<file path="src/rtl/i2c_target_tx_byte_pkg.sv">
`default_nettype none
// ============================================================================
// Module      : i2c_target_tx_byte_pkg
// Description : Shared types and constants for the I2C target byte
//               transmitter: FSM state encoding, ACK/NACK bit values and
//               small helpers used by the transmit datapath.
// Revision    : 1.0 - initial release
// ============================================================================
package i2c_target_tx_byte_pkg;

    // Transmit FSM state encoding (3-bit)
    typedef enum logic [2:0] {
        ST_IDLE  = 3'd0,
        ST_LOAD  = 3'd1,
        ST_SHIFT = 3'd2,
        ST_ACK   = 3'd3,
        ST_DONE  = 3'd4
    } state_t;

    // Bus value of the acknowledge bit as driven by the controller
    localparam logic       c_I2C_ACK   = 1'b0;
    localparam logic       c_I2C_NACK  = 1'b1;

    // Shift register content that leaves SDA released for every bit
    localparam logic [7:0] c_SHIFT_REL = 8'hFF;

    // Bit index of the first (MSB) bit of a byte
    localparam logic [2:0] c_BIT_MSB   = 3'd7;

    // Smallest synchroniser depth that is safe against metastability
    localparam int         c_SYNC_MIN  = 2;

    // Open-drain mapping: a data 0 pulls SDA low, a data 1 releases it
    function automatic logic oe_for_bit(input logic b);
        return ~b;
    endfunction

    // True when the sampled acknowledge bit ends the read transfer
    function automatic logic is_nack(input logic b);
        return (b == c_I2C_NACK);
    endfunction

endpackage : i2c_target_tx_byte_pkg
`default_nettype wire

</file>
<file path="src/rtl/i2c_target_tx_byte_if.sv">
`default_nettype none
// ============================================================================
// Module      : i2c_target_tx_byte_if
// Description : Payload handshake between the byte source and the I2C target
//               transmitter.
//                 tx_data  - byte to transmit
//                 tx_valid - tx_data is valid
//                 tx_ready - asserted for the cycle in which tx_data is taken
//               modport master : payload source
//               modport slave  : transmitter
// Revision    : 1.0 - initial release
// ============================================================================
interface i2c_target_tx_byte_if;

    logic [7:0] tx_data;
    logic       tx_valid;
    logic       tx_ready;

    modport master (
        output tx_data,
        output tx_valid,
        input  tx_ready
    );

    modport slave (
        input  tx_data,
        input  tx_valid,
        output tx_ready
    );

endinterface : i2c_target_tx_byte_if
`default_nettype wire

</file>
<file path="src/rtl/i2c_edge_sync.sv">
`default_nettype none
// ============================================================================
// Module      : i2c_edge_sync
// Description : Synchronises one raw I2C pin into the clk domain and derives
//               registered rise/fall strobes.
//                 clk     - system clock
//                 rst_n   - asynchronous active-low reset
//                 i_pin   - raw pin input
//                 o_level - synchronised pin level
//                 o_rise  - one-cycle strobe, SYNC_STAGES+1 cycles after a
//                           rising pin edge
//                 o_fall  - one-cycle strobe, SYNC_STAGES+1 cycles after a
//                           falling pin edge
// Revision    : 1.0 - initial release
// ============================================================================
module i2c_edge_sync
    import i2c_target_tx_byte_pkg::*;
#(
    parameter int SYNC_STAGES = 2
) (
    input  wire logic clk,
    input  wire logic rst_n,
    input  wire logic i_pin,
    output logic      o_level,
    output logic      o_rise,
    output logic      o_fall
);

    // Depths below the minimum are clamped rather than silently unsafe
    localparam int c_STAGES = (SYNC_STAGES < c_SYNC_MIN) ? c_SYNC_MIN : SYNC_STAGES;

    logic [c_STAGES-1:0] r_sync;
    logic                r_dly;
    logic                r_rise;
    logic                r_fall;

    // Flops reset to 1 so an idle (pulled-up) bus produces no spurious edge
    always_ff @(posedge clk or negedge rst_n) begin
        if (!rst_n) begin
            r_sync <= '1;
            r_dly  <= 1'b1;
            r_rise <= 1'b0;
            r_fall <= 1'b0;
        end else begin
            r_sync <= {r_sync[c_STAGES-2:0], i_pin};
            r_dly  <= r_sync[c_STAGES-1];
            r_rise <=  r_sync[c_STAGES-1] & ~r_dly;
            r_fall <= ~r_sync[c_STAGES-1] &  r_dly;
        end
    end

    assign o_level = r_sync[c_STAGES-1];
    assign o_rise  = r_rise;
    assign o_fall  = r_fall;

endmodule : i2c_edge_sync
`default_nettype wire

</file>
<file path="src/rtl/i2c_target_tx_byte.sv">
`default_nettype none
// ============================================================================
// Module      : i2c_target_tx_byte
// Description : Target-side I2C byte transmitter for read transfers. Shifts
//               payload bytes MSB-first onto open-drain SDA and samples the
//               controller's ACK/NACK on the 9th SCL clock. Never drives SCL.
//                 clk         - system clock
//                 rst_n       - asynchronous active-low reset
//                 i_enable    - read phase active (from protocol FSM)
//                 i_stop_seen - one-cycle STOP / repeated START strobe
//                 i_scl       - raw SCL pin
//                 i_sda       - raw SDA pin
//                 bus         - payload handshake (tx_data/tx_valid/tx_ready)
//                 o_sda_oe    - 1 pulls SDA low, 0 releases it
//                 o_ack_valid - one-cycle strobe: ACK bit sampled
//                 o_ack_nack  - sampled ACK bit (1 = NACK), held
//                 o_busy      - FSM not idle
//                 o_underrun  - sticky: SCL rose before a byte was available
// Revision    : 1.0 - initial release
// ============================================================================
module i2c_target_tx_byte
    import i2c_target_tx_byte_pkg::*;
#(
    parameter int SYNC_STAGES = 2
) (
    input  wire logic            clk,
    input  wire logic            rst_n,
    input  wire logic            i_enable,
    input  wire logic            i_stop_seen,
    input  wire logic            i_scl,
    input  wire logic            i_sda,
    i2c_target_tx_byte_if.slave  bus,
    output logic                 o_sda_oe,
    output logic                 o_ack_valid,
    output logic                 o_ack_nack,
    output logic                 o_busy,
    output logic                 o_underrun
);

    // ------------------------------------------------------------------
    // Pin synchronisation and edge detection
    // ------------------------------------------------------------------
    logic w_scl_level;
    logic w_scl_rise;
    logic w_scl_fall;
    logic w_sda_s;
    logic w_sda_rise;
    logic w_sda_fall;

    i2c_edge_sync #(
        .SYNC_STAGES (SYNC_STAGES)
    ) u_scl_sync (
        .clk     (clk),
        .rst_n   (rst_n),
        .i_pin   (i_scl),
        .o_level (w_scl_level),
        .o_rise  (w_scl_rise),
        .o_fall  (w_scl_fall)
    );

    i2c_edge_sync #(
        .SYNC_STAGES (SYNC_STAGES)
    ) u_sda_sync (
        .clk     (clk),
        .rst_n   (rst_n),
        .i_pin   (i_sda),
        .o_level (w_sda_s),
        .o_rise  (w_sda_rise),
        .o_fall  (w_sda_fall)
    );

    // ------------------------------------------------------------------
    // FSM, shift register and bit counter
    // ------------------------------------------------------------------
    state_t     r_state;
    logic [7:0] r_shift_reg;
    logic [2:0] r_bit_cnt;
    logic       r_sda_oe;
    logic       r_ack_valid;
    logic       r_ack_nack;
    logic       r_busy;
    logic       r_underrun;

    logic       w_abort;
    logic       w_accept;
    logic [7:0] w_shift_next;

    // Any active state is abandoned on STOP/repeated START or when the
    // protocol FSM leaves the read phase; this wins over SCL edges.
    assign w_abort  = (r_state != ST_IDLE) && (i_stop_seen || !i_enable);

    // Payload is taken only while waiting for a byte and not aborting
    assign w_accept = (r_state == ST_LOAD) && bus.tx_valid && !w_abort;

    // Shift in ones so a released SDA follows the last data bit
    assign w_shift_next = {r_shift_reg[6:0], 1'b1};

    always_ff @(posedge clk or negedge rst_n) begin
        if (!rst_n) begin
            r_state     <= ST_IDLE;
            r_shift_reg <= c_SHIFT_REL;
            r_bit_cnt   <= 3'd0;
            r_sda_oe    <= 1'b0;
            r_ack_valid <= 1'b0;
            r_ack_nack  <= c_I2C_ACK;
            r_busy      <= 1'b0;
            r_underrun  <= 1'b0;
        end else begin
            r_ack_valid <= 1'b0;

            if (w_abort) begin
                r_state    <= ST_IDLE;
                r_sda_oe   <= 1'b0;
                r_busy     <= 1'b0;
                r_underrun <= 1'b0;
            end else begin
                case (r_state)
                    ST_IDLE: begin
                        r_sda_oe <= 1'b0;
                        if (i_enable) begin
                            r_state <= ST_LOAD;
                            r_busy  <= 1'b1;
                        end
                    end

                    ST_LOAD: begin
                        // SCL is low on entry, so presenting bit 7 here
                        // never moves SDA while SCL is high.
                        if (bus.tx_valid) begin
                            r_shift_reg <= bus.tx_data;
                            r_bit_cnt   <= c_BIT_MSB;
                            r_sda_oe    <= oe_for_bit(bus.tx_data[7]);
                            r_state     <= ST_SHIFT;
                        end else if (w_scl_rise) begin
                            // Controller is already clocking bit 7: send an
                            // all-ones byte and flag the late payload.
                            r_underrun  <= 1'b1;
                            r_shift_reg <= c_SHIFT_REL;
                            r_bit_cnt   <= c_BIT_MSB;
                            r_sda_oe    <= 1'b0;
                            r_state     <= ST_SHIFT;
                        end
                    end

                    ST_SHIFT: begin
                        if (w_scl_fall) begin
                            if (r_bit_cnt != 3'd0) begin
                                r_shift_reg <= w_shift_next;
                                r_bit_cnt   <= r_bit_cnt - 3'd1;
                                r_sda_oe    <= oe_for_bit(w_shift_next[7]);
                            end else begin
                                // Release SDA for the controller's ACK bit
                                r_sda_oe <= 1'b0;
                                r_state  <= ST_ACK;
                            end
                        end
                    end

                    ST_ACK: begin
                        if (w_scl_rise) begin
                            r_ack_nack  <= w_sda_s;
                            r_ack_valid <= 1'b1;
                        end else if (w_scl_fall) begin
                            r_state <= is_nack(r_ack_nack) ? ST_DONE : ST_LOAD;
                        end
                    end

                    ST_DONE: begin
                        // Exit happens through the abort path once the
                        // protocol FSM drops enable.
                        r_sda_oe <= 1'b0;
                    end

                    default: begin
                        r_state  <= ST_IDLE;
                        r_sda_oe <= 1'b0;
                        r_busy   <= 1'b0;
                    end
                endcase
            end
        end
    end

    // SDA edges and the SCL level are not needed by the transmitter; the
    // shift register MSB mirrors the bit currently on the wire.
    logic w_unused_bits;
    assign w_unused_bits = &{1'b0, w_sda_rise, w_sda_fall, w_scl_level, r_shift_reg[7]};

    assign bus.tx_ready = w_accept;
    assign o_sda_oe     = r_sda_oe;
    assign o_ack_valid  = r_ack_valid;
    assign o_ack_nack   = r_ack_nack;
    assign o_busy       = r_busy;
    assign o_underrun   = r_underrun;

endmodule : i2c_target_tx_byte
`default_nettype wire

</file>
<file path="src/flat_wrapper.sv">
// flat-port wrapper written by rule: the top's interface ports become plain ports
module i2c_target_tx_byte_flat import i2c_target_tx_byte_pkg::*;
#(
    parameter int SYNC_STAGES = 2
)
  (clk, rst_n, i_enable, i_stop_seen, i_scl, i_sda, o_sda_oe, o_ack_valid, o_ack_nack, o_busy, o_underrun, bus_tx_data, bus_tx_valid, bus_tx_ready);
  i2c_target_tx_byte_if bus_i ();
  input  wire logic clk;
  input  wire logic rst_n;
  input  wire logic i_enable;
  input  wire logic i_stop_seen;
  input  wire logic i_scl;
  input  wire logic i_sda;
  output logic o_sda_oe;
  output logic o_ack_valid;
  output logic o_ack_nack;
  output logic o_busy;
  output logic o_underrun;
  input wire logic [$bits(bus_i.tx_data)-1:0] bus_tx_data;
  input wire logic [$bits(bus_i.tx_valid)-1:0] bus_tx_valid;
  output wire logic [$bits(bus_i.tx_ready)-1:0] bus_tx_ready;
  assign bus_i.tx_data = bus_tx_data;
  assign bus_i.tx_valid = bus_tx_valid;
  assign bus_tx_ready = bus_i.tx_ready;
  i2c_target_tx_byte #(.SYNC_STAGES(SYNC_STAGES)) u_core (.clk(clk), .rst_n(rst_n), .i_enable(i_enable), .i_stop_seen(i_stop_seen), .i_scl(i_scl), .i_sda(i_sda), .bus(bus_i), .o_sda_oe(o_sda_oe), .o_ack_valid(o_ack_valid), .o_ack_nack(o_ack_nack), .o_busy(o_busy), .o_underrun(o_underrun));
endmodule
</file>
<file path="config.mk">
export PLATFORM = sky130hd
export DESIGN_NAME = i2c_target_tx_byte_flat
export DESIGN_NICKNAME = d
export VERILOG_FILES = /design/src/rtl/i2c_target_tx_byte_pkg.sv /design/src/rtl/i2c_target_tx_byte_if.sv /design/src/rtl/i2c_edge_sync.sv /design/src/rtl/i2c_target_tx_byte.sv /design/src/flat_wrapper.sv
export SDC_FILE = /design/constraint.sdc
export NUM_CORES = 1
export LEC_CHECK = 0
export BUFFER_PORTS_ARGS = -buffer_cell sky130_fd_sc_hd__buf_2
export CAP_MARGIN = 20
export CORE_MARGIN = 1
export CORE_UTILIZATION = 59
export DETAILED_ROUTE_END_ITERATION = 6
export HOLD_SLACK_MARGIN = 0.15
export PLACE_DENSITY = 0.81
export SLEW_MARGIN = 20
export SYNTH_ARGS = -nofsm -noshare
export SYNTH_HDL_FRONTEND = slang
export SYNTH_SLANG_ARGS = --single-unit
</file>
<file path="constraint.sdc">
create_clock -name clk -period 3.7 [get_ports clk]
set_input_delay 0.37 -clock clk [delete_from_list [all_inputs] [get_ports clk]]
set_output_delay 0.37 -clock clk [all_outputs]
set_load 0.05 [all_outputs]
</file>
==> impl_metrics.yaml, run 1 <==
grt:
  grt_first_pass_wirelength_um: 4130
  grt_max_degree: 26
  antenna_found_initial: 0
  grt_usage_pct: 22.9
  overflow: 0
  grt_pass1_vias: 933
clocking:
  insertion_delay_ns: 0.33
  htreeDepth: 1
  clk_pin_slew_worst_paths_ns: 0.15
  cts_tree: "done"
  cts_made_buffers: 3
  cts_root_buffer: "clkbuf_4"
  cts_max_path_buffers: 2
  clock-sinks: 25
timing:
  hold_viol_final: 0
  rsz0062_at_grt: "no"
  finClkSkew_ns: 0.0137
  worstMarginPinSlew_ns: 0.527
  setup_viol: 0
  fin_setup_tns_ns: 0
  fin_crit_sh_pct: 58.7
  finalMaxSlewViolations: 0
  period_needed_ns: 2.17
  max_slew_margin_pct: 64.9
  max_freq_mhz: 461
layout:
  final_cell_mix: "buf_2 (20), nand2_1 (17), dfrtp_1 (13)"
  layout_commonest_cell: "buf_2"
  syn2layout_area_growth_pct: 12.1
  fin_nets: 166
  drive_gt1_share_pct: 31.1
  fin_util_pct: 72.3
  diodes: 0
  stdcell_area_sq_um: 1450
  largest_reg_flops: 7
synthesis:
  synth.distinct_cells: 40
  synth_xor_area_share_pct: 0
  synth-simple-area-share_pct: 21.1
  yosys.area_share.adder_pct: 1.94
  avgSynthCellArea_sq_um: 10.2
  synth_top_family_by_area: "simple AND/OR/NAND/NOR gates"
  synth_compound_area_share_pct: 15.2
  syn_nets: 144
  synth.largest_area_cell: "dfrtp_1"
  synth_area_sq_um: 1290
  ys_seq_elements: 25
  ys_warn_count: 0
  synthCells: 127
  synth_top_area_share_pct: 25.2
  synth.area.mux_share_pct: 8.04
  synthTopCellsByArea: "dfrtp_1 (25%), dfstp_2 (24%), nand2_1 (4.9%), nor2b_1 (4.8%), mux2_4 (4.7%)"
  ys_seq_area_share_pct: 49.6
detailed_routing:
  num_vias: 972
  dr.pass1.iters: 4
  ant_nets: 0
  first_iter_violations: 20
  viasPerCell: 5.55
  drc: 0
  wl_um: 2350
  wl_per_cell_um: 13.4
die:
  io_pins: 21
  fp.coreArea_sq_um: 2000
  num_rows: 16
  die-area_sq_um: 2380
  start_util_pct: 64.5
  die_h_um: 48.8
  die_w_um: 48.8
min_path:
  hold_path_class: "primary input to flip-flop"
  worstHoldStart: "i_enable"
worst_setup_path:
  crit_slowest_cell: "dfrtp_1"
  r2r_start: "u_core.r_state[1]"
  cpPeakStageDelay_ns: 0.60
  startpoint: "u_core.r_state[0]"
  critPathCaptureType: "output pin"
  startpoint_type: "flip-flop"
  crit_arrival_ns: 1.80
  worstPathCellList: "nor2b_1 > nand2_1 > nor3b_1 > buf_2"
  cp_max_fo: 13
  worst_ep_required_time_ns: 3.33
  crit_type: "flip-flop to output pin"
power_and_ir_drop:
  sequentialPowerShare_pct: 50.6
  totalPowerFinal_mw: 0.889
  p_sw_mw: 0.332
  p_leak_nw: 0.610
  peakVddDrop_v: 0.000487
  swShare_pct: 37.3
  power_density_nw_per_um2: 614
  p_comb_share_pct: 35.0
  intPower_mw: 0.557
  pwr-share-clk_pct: 14.4
placement:
  place_hpwl_um: 1690
  numPortBuffers: 20
  place.gp.congestion: 0.900
  placed_area_sq_um: 1390
status:
  status: "completed"
flow_run:
  maxCapViolCount: 0
layout make-up:
type,count,area [sq um]
clock buffer,3,22.5
inverter,4,15.0
clock inverter,1,7.51
tap,27,33.8
fill,156,554
sequential,25,641
timing repair buffer,23,130
multi-input combinational,92,598
per-stage QoR:
step | setup slack, ns | hold WS (ns) | cells
global placement | 1.89 | 0.348 | 168
floorplan | 1.38 | 0.0744 | 127
finish | 1.53 | 0.314 | 175
global route | 1.39 | 0.327 | 175
CTS | 1.55 | 0.310 | 175
detailed placement | 1.84 | 0.350 | 168
path summary, 6_finish.rpt:
path	to	slack, ns	cells after the start
setup / recovery	bus_tx_ready	1.53	4
hold / removal	u_core.o_busy	0.31	2
setup reg to reg	u_core.r_shift_reg[3]	1.82	4
hold reg to reg	u_core.u_sda_sync.r_sync[1]	0.37	0
max in group asynchronous	u_core.r_shift_reg[0]	2.79	2
min in group asynchronous	u_core.o_busy	0.52	2
per-layer routing:
layer | up-vias | wire (um) | part of all wire [%] | global-route usage [%]
li1 | 486 | - | - | -
met1 | 454 | 1070 | 46 | 30.3
met2 | 26 | 1140 | 48 | 36.8
met3 | 6 | 65 | 2.8 | 1.87
met4 | 0 | 72 | 3.1 | 13.7
met5 | - | 0 | 0 | 0
worst max-delay path, delay by kind of cell (launching register included):
kind	cells	cell delay [ns]
AND/OR/NAND/NOR	3	0.57
flip-flops	1	0.60
buffers and inverters	1	0.29
power groups by stage:
stage	clock network, mW	logic [mW]	registers (mW)
after CTS	0.133	0.313	0.448
after global placement	0	0.296	0.448
after floorplan	0	0.236	0.460
after global routing	0.139	0.343	0.463
after detailed placement	0	0.308	0.454
final	0.128	0.311	0.449
cell usage after synthesis (all sizes together):
cell / count
nor3: 1
nand4b: 1
o2bb2ai: 1
ha: 2
mux2i: 1
o32ai: 1
dfrtp: 13
o22ai: 1
and2: 1
a21o: 1
o2111ai: 2
or2: 1
nand4: 1
o31ai: 1
nand2b: 4
nor2b: 10
a32o: 2
clkbuf: 1
inv: 4
nor4: 1
a31oi: 2
nor2: 9
dfstp: 12
a21oi: 7
nand2: 17
or3: 1
buf: 5
o211ai: 1
and2b: 1
nor3b: 3
o21ai: 10
nand3: 2
mux2: 7
kinds of logic (layout without fill, tap and decap cells):
| kind of cell | Yosys count | after routing |
|---|---|---|
| muxes | 8 | 8 |
| adders and majority gates | 2 | 2 |
| AOI/OAI and AO/OA | 29 | 29 |
| and+or+nand+nor | 53 | 53 |
| buffers and inverters | 10 | 31 |
| DFF | 25 | 25 |
what timing repair did:
item	4_1_cts	5_1_grt
hold buffers	3	0
setup buffers	0	0
hold endpoints to repair	15	0
gates resized for setup	0	0
Power figures use the tool's default switching activity.
==> run 2: changes to the inputs <==
ABC_AREA = 1   (was unset)
CORE_UTILIZATION = 50   (was 59)
PLACE_DENSITY = 0.72   (was 0.81)
clock period = 1.8 ns   (was 3.7 ns; I/O delays follow)
==> impl_metrics.yaml, run 2 <==
worst_setup_path:
  startpoint: "u_core.r_state[0]"
  cpPeakStageDelay_ns: 0.45
  crit_family: "simple AND/OR/NAND/NOR gates"
  crit_arrival_ns: 1.51
  critPathCaptureType: "output pin"
  worst_ep_required_time_ns: 1.62
  r2r_start: "u_core.r_state[0]"
  crit_buf_inv: 2
  cp_max_fo: 4
  startpoint_type: "flip-flop"
  crit_type: "flip-flop to output pin"
  worstPathCellList: "nor2_4 > nand2_2 > nand2_4 > inv_1 > nor3_2 > buf_6"
  crit_slowest_cell: "dfrtp_2"
timing:
  period_needed_ns: 1.69
  fin_crit_sh_pct: 93.9
  worstMarginPinSlew_ns: 0.542
  finClkSkew_ns: 0.00338
  fin_setup_tns_ns: 0
  max_freq_mhz: 592
  rsz0062_at_grt: "no"
  max_slew_margin_pct: 63.8
  hold_ws_ns: 0.177
  finalMaxSlewViolations: 0
  setup_viol: 0
  hold_viol_final: 0
detailed_routing:
  met3_length_um: 121
  num_vias: 1104
  viasPerCell: 4.93
  routed.top_layer: "met4"
  m1WireLength_um: 1260
  ant_nets: 0
  drc: 0
  wl_um: 2550
  wl_met2_um: 1150
  dr.pass1.iters: 4
  wl_per_cell_um: 11.4
  first_iter_violations: 17
synthesis:
  syn_nets: 180
  synth_area_sq_um: 1400
  synth_top_area_share_pct: 23.3
  synthTopCellsByArea: "dfrtp_1 (23%), dfstp_2 (23%), nand2_1 (10%), inv_1 (5.7%), o21ai_2 (5.7%)"
  synth_edf_count: 0
  synth_commonest_cells: "nand2_1 (37), inv_1 (21), nor2_1 (14), o21ai_0 (14), dfrtp_1 (13)"
  ys_seq_area_share_pct: 45.9
  async_flop_share_pct: 100
  synth.distinct_cells: 30
  synth.largest_area_cell: "dfrtp_1"
  ys_warn_count: 0
  synth.most_common_cell: "nand2_1"
  ys_seq_elements: 25
  avgSynthCellArea_sq_um: 8.56
  synthCells: 163
  synth_flop_cell: "dfrtp_1"
min_path:
  hold_path_class: "primary input to flip-flop"
  worstHoldStart: "i_stop_seen"
placement:
  place.gp.congestion: 0.931
  numPortBuffers: 20
  place_hpwl_um: 1940
clocking:
  htreeDepth: 1
  cts_made_buffers: 3
  cts_tree: "done"
  cts_root_buffer: "clkbuf_4"
  insertion_delay_ns: 0.31
  clk_pin_slew_worst_paths_ns: 0.14
  cts_max_path_buffers: 2
  clock-sinks: 25
die:
  start_util_pct: 54.3
  num_rows: 18
  die_w_um: 54.8
  die-area_sq_um: 3010
  io_pins: 21
  die_h_um: 54.8
  fp.coreArea_sq_um: 2570
power_and_ir_drop:
  peakVddDrop_v: 0.000916
  power_density_nw_per_um2: 1550
  p_leak_nw: 0.833
grt:
  grt_first_pass_wirelength_um: 4200
  grt_max_degree: 26
  grt_pass1_vias: 981
  grt_usage_pct: 20.0
  overflow: 0
  antenna_found_initial: 0
status:
  status: "completed"
layout:
  diodes: 0
  syn2layout_area_growth_pct: 16.9
  drive_gt1_share_pct: 37.6
  layout_commonest_cell: "nand2_1"
  fin_nets: 212
  fin_util_pct: 63.5
  final_cell_mix: "nand2_1 (37), inv_1 (21), buf_2 (19)"
  largest_reg_flops: 7
flow_run:
  maxCapViolCount: 0
## run 2: changes by cell type after synthesis, moves of 4 or more
cell / change
nand2_1: +20
inv_1: +17
nor2b_1: -10
o21ai_2: +9
nand3_1: +8
nor2_1: +6
inv_2: +5
nand2_2: +5
o21ai_0: +5
a21oi_1: -4
mux2_4: -4
nand2b_1: -4
## run 2: final timing paths
check                                                   end  cells past startpoint  slack (ns)
min in group asynchronous                 u_core.r_state[2]                      2        0.36
worst min register to register  u_core.u_scl_sync.r_sync[1]                      0        0.37
worst min-delay path                      u_core.r_state[2]                      4        0.18
worst max-delay path                           bus_tx_ready                      6        0.11
max in group asynchronous                 u_core.r_state[1]                      2        1.05
worst max register to register        u_core.r_shift_reg[6]                      9        0.16
## run 2: per-layer routing
metal	global-route usage [%]	up-vias
met5	0	-
met4	6.41	0
met3	3.33	2
met2	31.3	27
met1	28.0	495
li1	-	580
## run 2: stage by stage
stage	power [mW]	setup slack, ns	instances	area (sq um)
finish	2.53	0.110	224	1630
CTS	2.51	0.0226	221	1600
floorplan	2.01	0.133	163	1400
detailed placement	2.21	0.219	212	1520
global placement	2.19	0.258	212	1520
global route	2.76	0.0135	224	1630
## run 2: kinds of logic after synthesis
| group | Yosys count | synth area share (%) |
|---|---|---|
| simple gates | 75 | 27.0 |
| compound gates | 31 | 15.1 |
| buf+inv | 29 | 9.60 |
| flops | 25 | 45.9 |
| fa+ha+maj | 2 | 1.79 |
| xor+xnor | 1 | 0.628 |
## run 2: final cells by class
| cell class | count | area, sq um |
|---|---|---|
| repair buffers | 29 | 184 |
| well taps | 30 | 37.5 |
| clock buffers | 3 | 22.5 |
| flip-flops and latches | 25 | 644 |
| multi-input cells | 109 | 626 |
| clock inverters | 1 | 7.51 |
| fillers | 224 | 937 |
| inverters | 27 | 109 |
## run 2: where the power goes
part,switching (mW),internal (mW)
combinational,0.894,0.492
sequential,0.0876,0.810
clock,0.166,0.0847
## run 2: repair_timing
item | 4_1_cts | 5_1_grt
buffers inserted | 1 | 3
endpoints found under the hold margin | 16 | 0
pin swaps | 0 | 3
hold buffers | 4 | 0
gates resized for setup | 4 | 2
endpoints found under the setup margin | 1 | 1
## run 2: worst reg2reg max path, delay by kind of cell (launching register included)
family          cells  cell delay, ns
buf+inv             4            0.57
simple gates        4            0.49
flops               1            0.45
compound gates      1            0.09
==> run 3: changes to the inputs <==
CORE_ASPECT_RATIO = 1.1   (was unset)
==> impl_metrics.yaml, run 3 (synthesized netlist as in run 2, its figures left out) <==
clocking:
  htreeDepth: 1
  clk_pin_slew_worst_paths_ns: 0.14
  insertion_delay_ns: 0.32
  cts_tree: "done"
  cts_max_path_buffers: 2
  cts_root_buffer: "clkbuf_4"
  clock-sinks: 25
  cts_made_buffers: 3
worst_setup_path:
  crit_arrival_ns: 1.54
  worst_ep_required_time_ns: 1.62
  cp_max_fo: 8
  critPathCaptureType: "output pin"
  worstPathCellList: "nor2_4 > nand2_2 > nand2_4 > inv_1 > nor3_2 > buf_6"
  crit_slowest_cell: "dfrtp_2"
  startpoint_type: "flip-flop"
  cpPeakStageDelay_ns: 0.45
  crit_type: "flip-flop to output pin"
layout:
  layout_commonest_cell: "nand2_1"
  fin_nets: 212
  drive_gt1_share_pct: 37.1
  syn2layout_area_growth_pct: 16.7
  final_cell_mix: "nand2_1 (37), inv_1 (21), buf_2 (19)"
  fillers: 212
  largest_reg_flops: 7
  diodes: 0
die:
  start_util_pct: 54.3
  num_rows: 19
  die_w_um: 52.4
  die-area_sq_um: 3010
  fp.coreArea_sq_um: 2570
  io_pins: 21
  die_h_um: 57.4
detailed_routing:
  dr.pass1.iters: 4
  ant_nets: 0
  wl_um: 2670
  wl_per_cell_um: 11.9
  first_iter_violations: 30
  drc: 0
  viasPerCell: 5.00
  num_vias: 1125
placement:
  place_ws_ns: 0.180
  numPortBuffers: 20
  place.gp.congestion: 0.951
  place_hpwl_um: 1980
timing:
  setup_viol: 0
  fin_setup_tns_ns: 0
  rsz0062_at_grt: "no"
  finalMaxSlewViolations: 0
  fin_crit_sh_pct: 95.4
  period_needed_ns: 1.72
  setup_ws_ns: 0.0822
  worstMarginPinSlew_ns: 0.546
  max_slew_margin_pct: 63.6
  finClkSkew_ns: 0.00383
  hold_ws_ns: 0.173
  hold_viol_final: 0
  max_freq_mhz: 582
flow_run:
  maxCapViolCount: 0
min_path:
  hold_path_class: "primary input to flip-flop"
power_and_ir_drop:
  peakVddDrop_v: 0.000935
  p_leak_nw: 0.838
  power_density_nw_per_um2: 1570
grt:
  grt_pass1_vias: 1097
  grt_busiest_layer: "met2"
  grt_max_degree: 26
  grt_usage_pct: 20.2
  grt.met2_usage_pct: 34.0
  grt_first_pass_wirelength_um: 4500
  overflow: 0
  grt_use_met1_pct: 25.4
  antenna_found_initial: 0
  met3_usage_pct: 3.20
status:
  status: "completed"
## run 3: worst paths after layout
check | endpoint | slack, ns | depth (start not counted) | startpoint
min | u_core.r_state[2] | 0.17 | 4 | i_stop_seen
min reg2reg | u_core.u_sda_sync.r_sync[1] | 0.37 | 0 | u_core.u_sda_sync.r_sync[0]
max in group asynchronous | u_core.r_state[0] | 1.06 | 2 | rst_n
max reg2reg | u_core.r_bit_cnt[0] | 0.13 | 9 | u_core.r_state[0]
min in group asynchronous | u_core.r_state[2] | 0.36 | 2 | rst_n
max | bus_tx_ready | 0.08 | 6 | u_core.r_state[0]
## run 3: stage by stage
step	power, mW	cell area (sq um)	utilization [%]	std cells
after floorplan	2.01	1400	-	163
after global placement	2.20	1520	59.2	213
after detailed placement	2.23	1520	59.2	213
after CTS	2.49	1590	61.9	221
after global routing	2.75	1630	63.4	225
final	2.55	1630	63.4	225
## run 3: report_power, final
group	internal (mW)	leakage, nW	total, mW	switching [mW]
clock network	0.0832	0.0177	0.251	0.167
logic	0.487	0.534	1.39	0.908
registers	0.810	0.286	0.904	0.0945
total	1.38	0.838	2.55	1.17
## run 3: critical path: cells and delay by family, from the launching register on
kind                   cells  cell delay [ns]
DFF                        1             0.45
buffers and inverters      2             0.27
and+or+nand+nor            4             0.49
## run 3: cell type report
cell class	count	area (sq um)	area share, %
clock inverter	1	5.00	0.307
timing repair buffer	29	184	11.3
clock buffer	3	22.5	1.38
multi-input combinational	109	626	38.4
sequential	25	643	39.5
inverter	27	109	6.69
tap	31	38.8	2.38
## run 3: routing by layer
layer	routed length [um]	part of all wire [%]
met2	1260	47
met4	53	2.0
met5	0	0
met1	1280	48
met3	73	2.7
## run 3: timing repair
item,CTS,global route
endpoints found under the hold margin,16,0
pin swaps,0,1
hold buffers,4,0
setup buffers,0,4
resized for setup,2,3
setup endpoints to repair,1,1
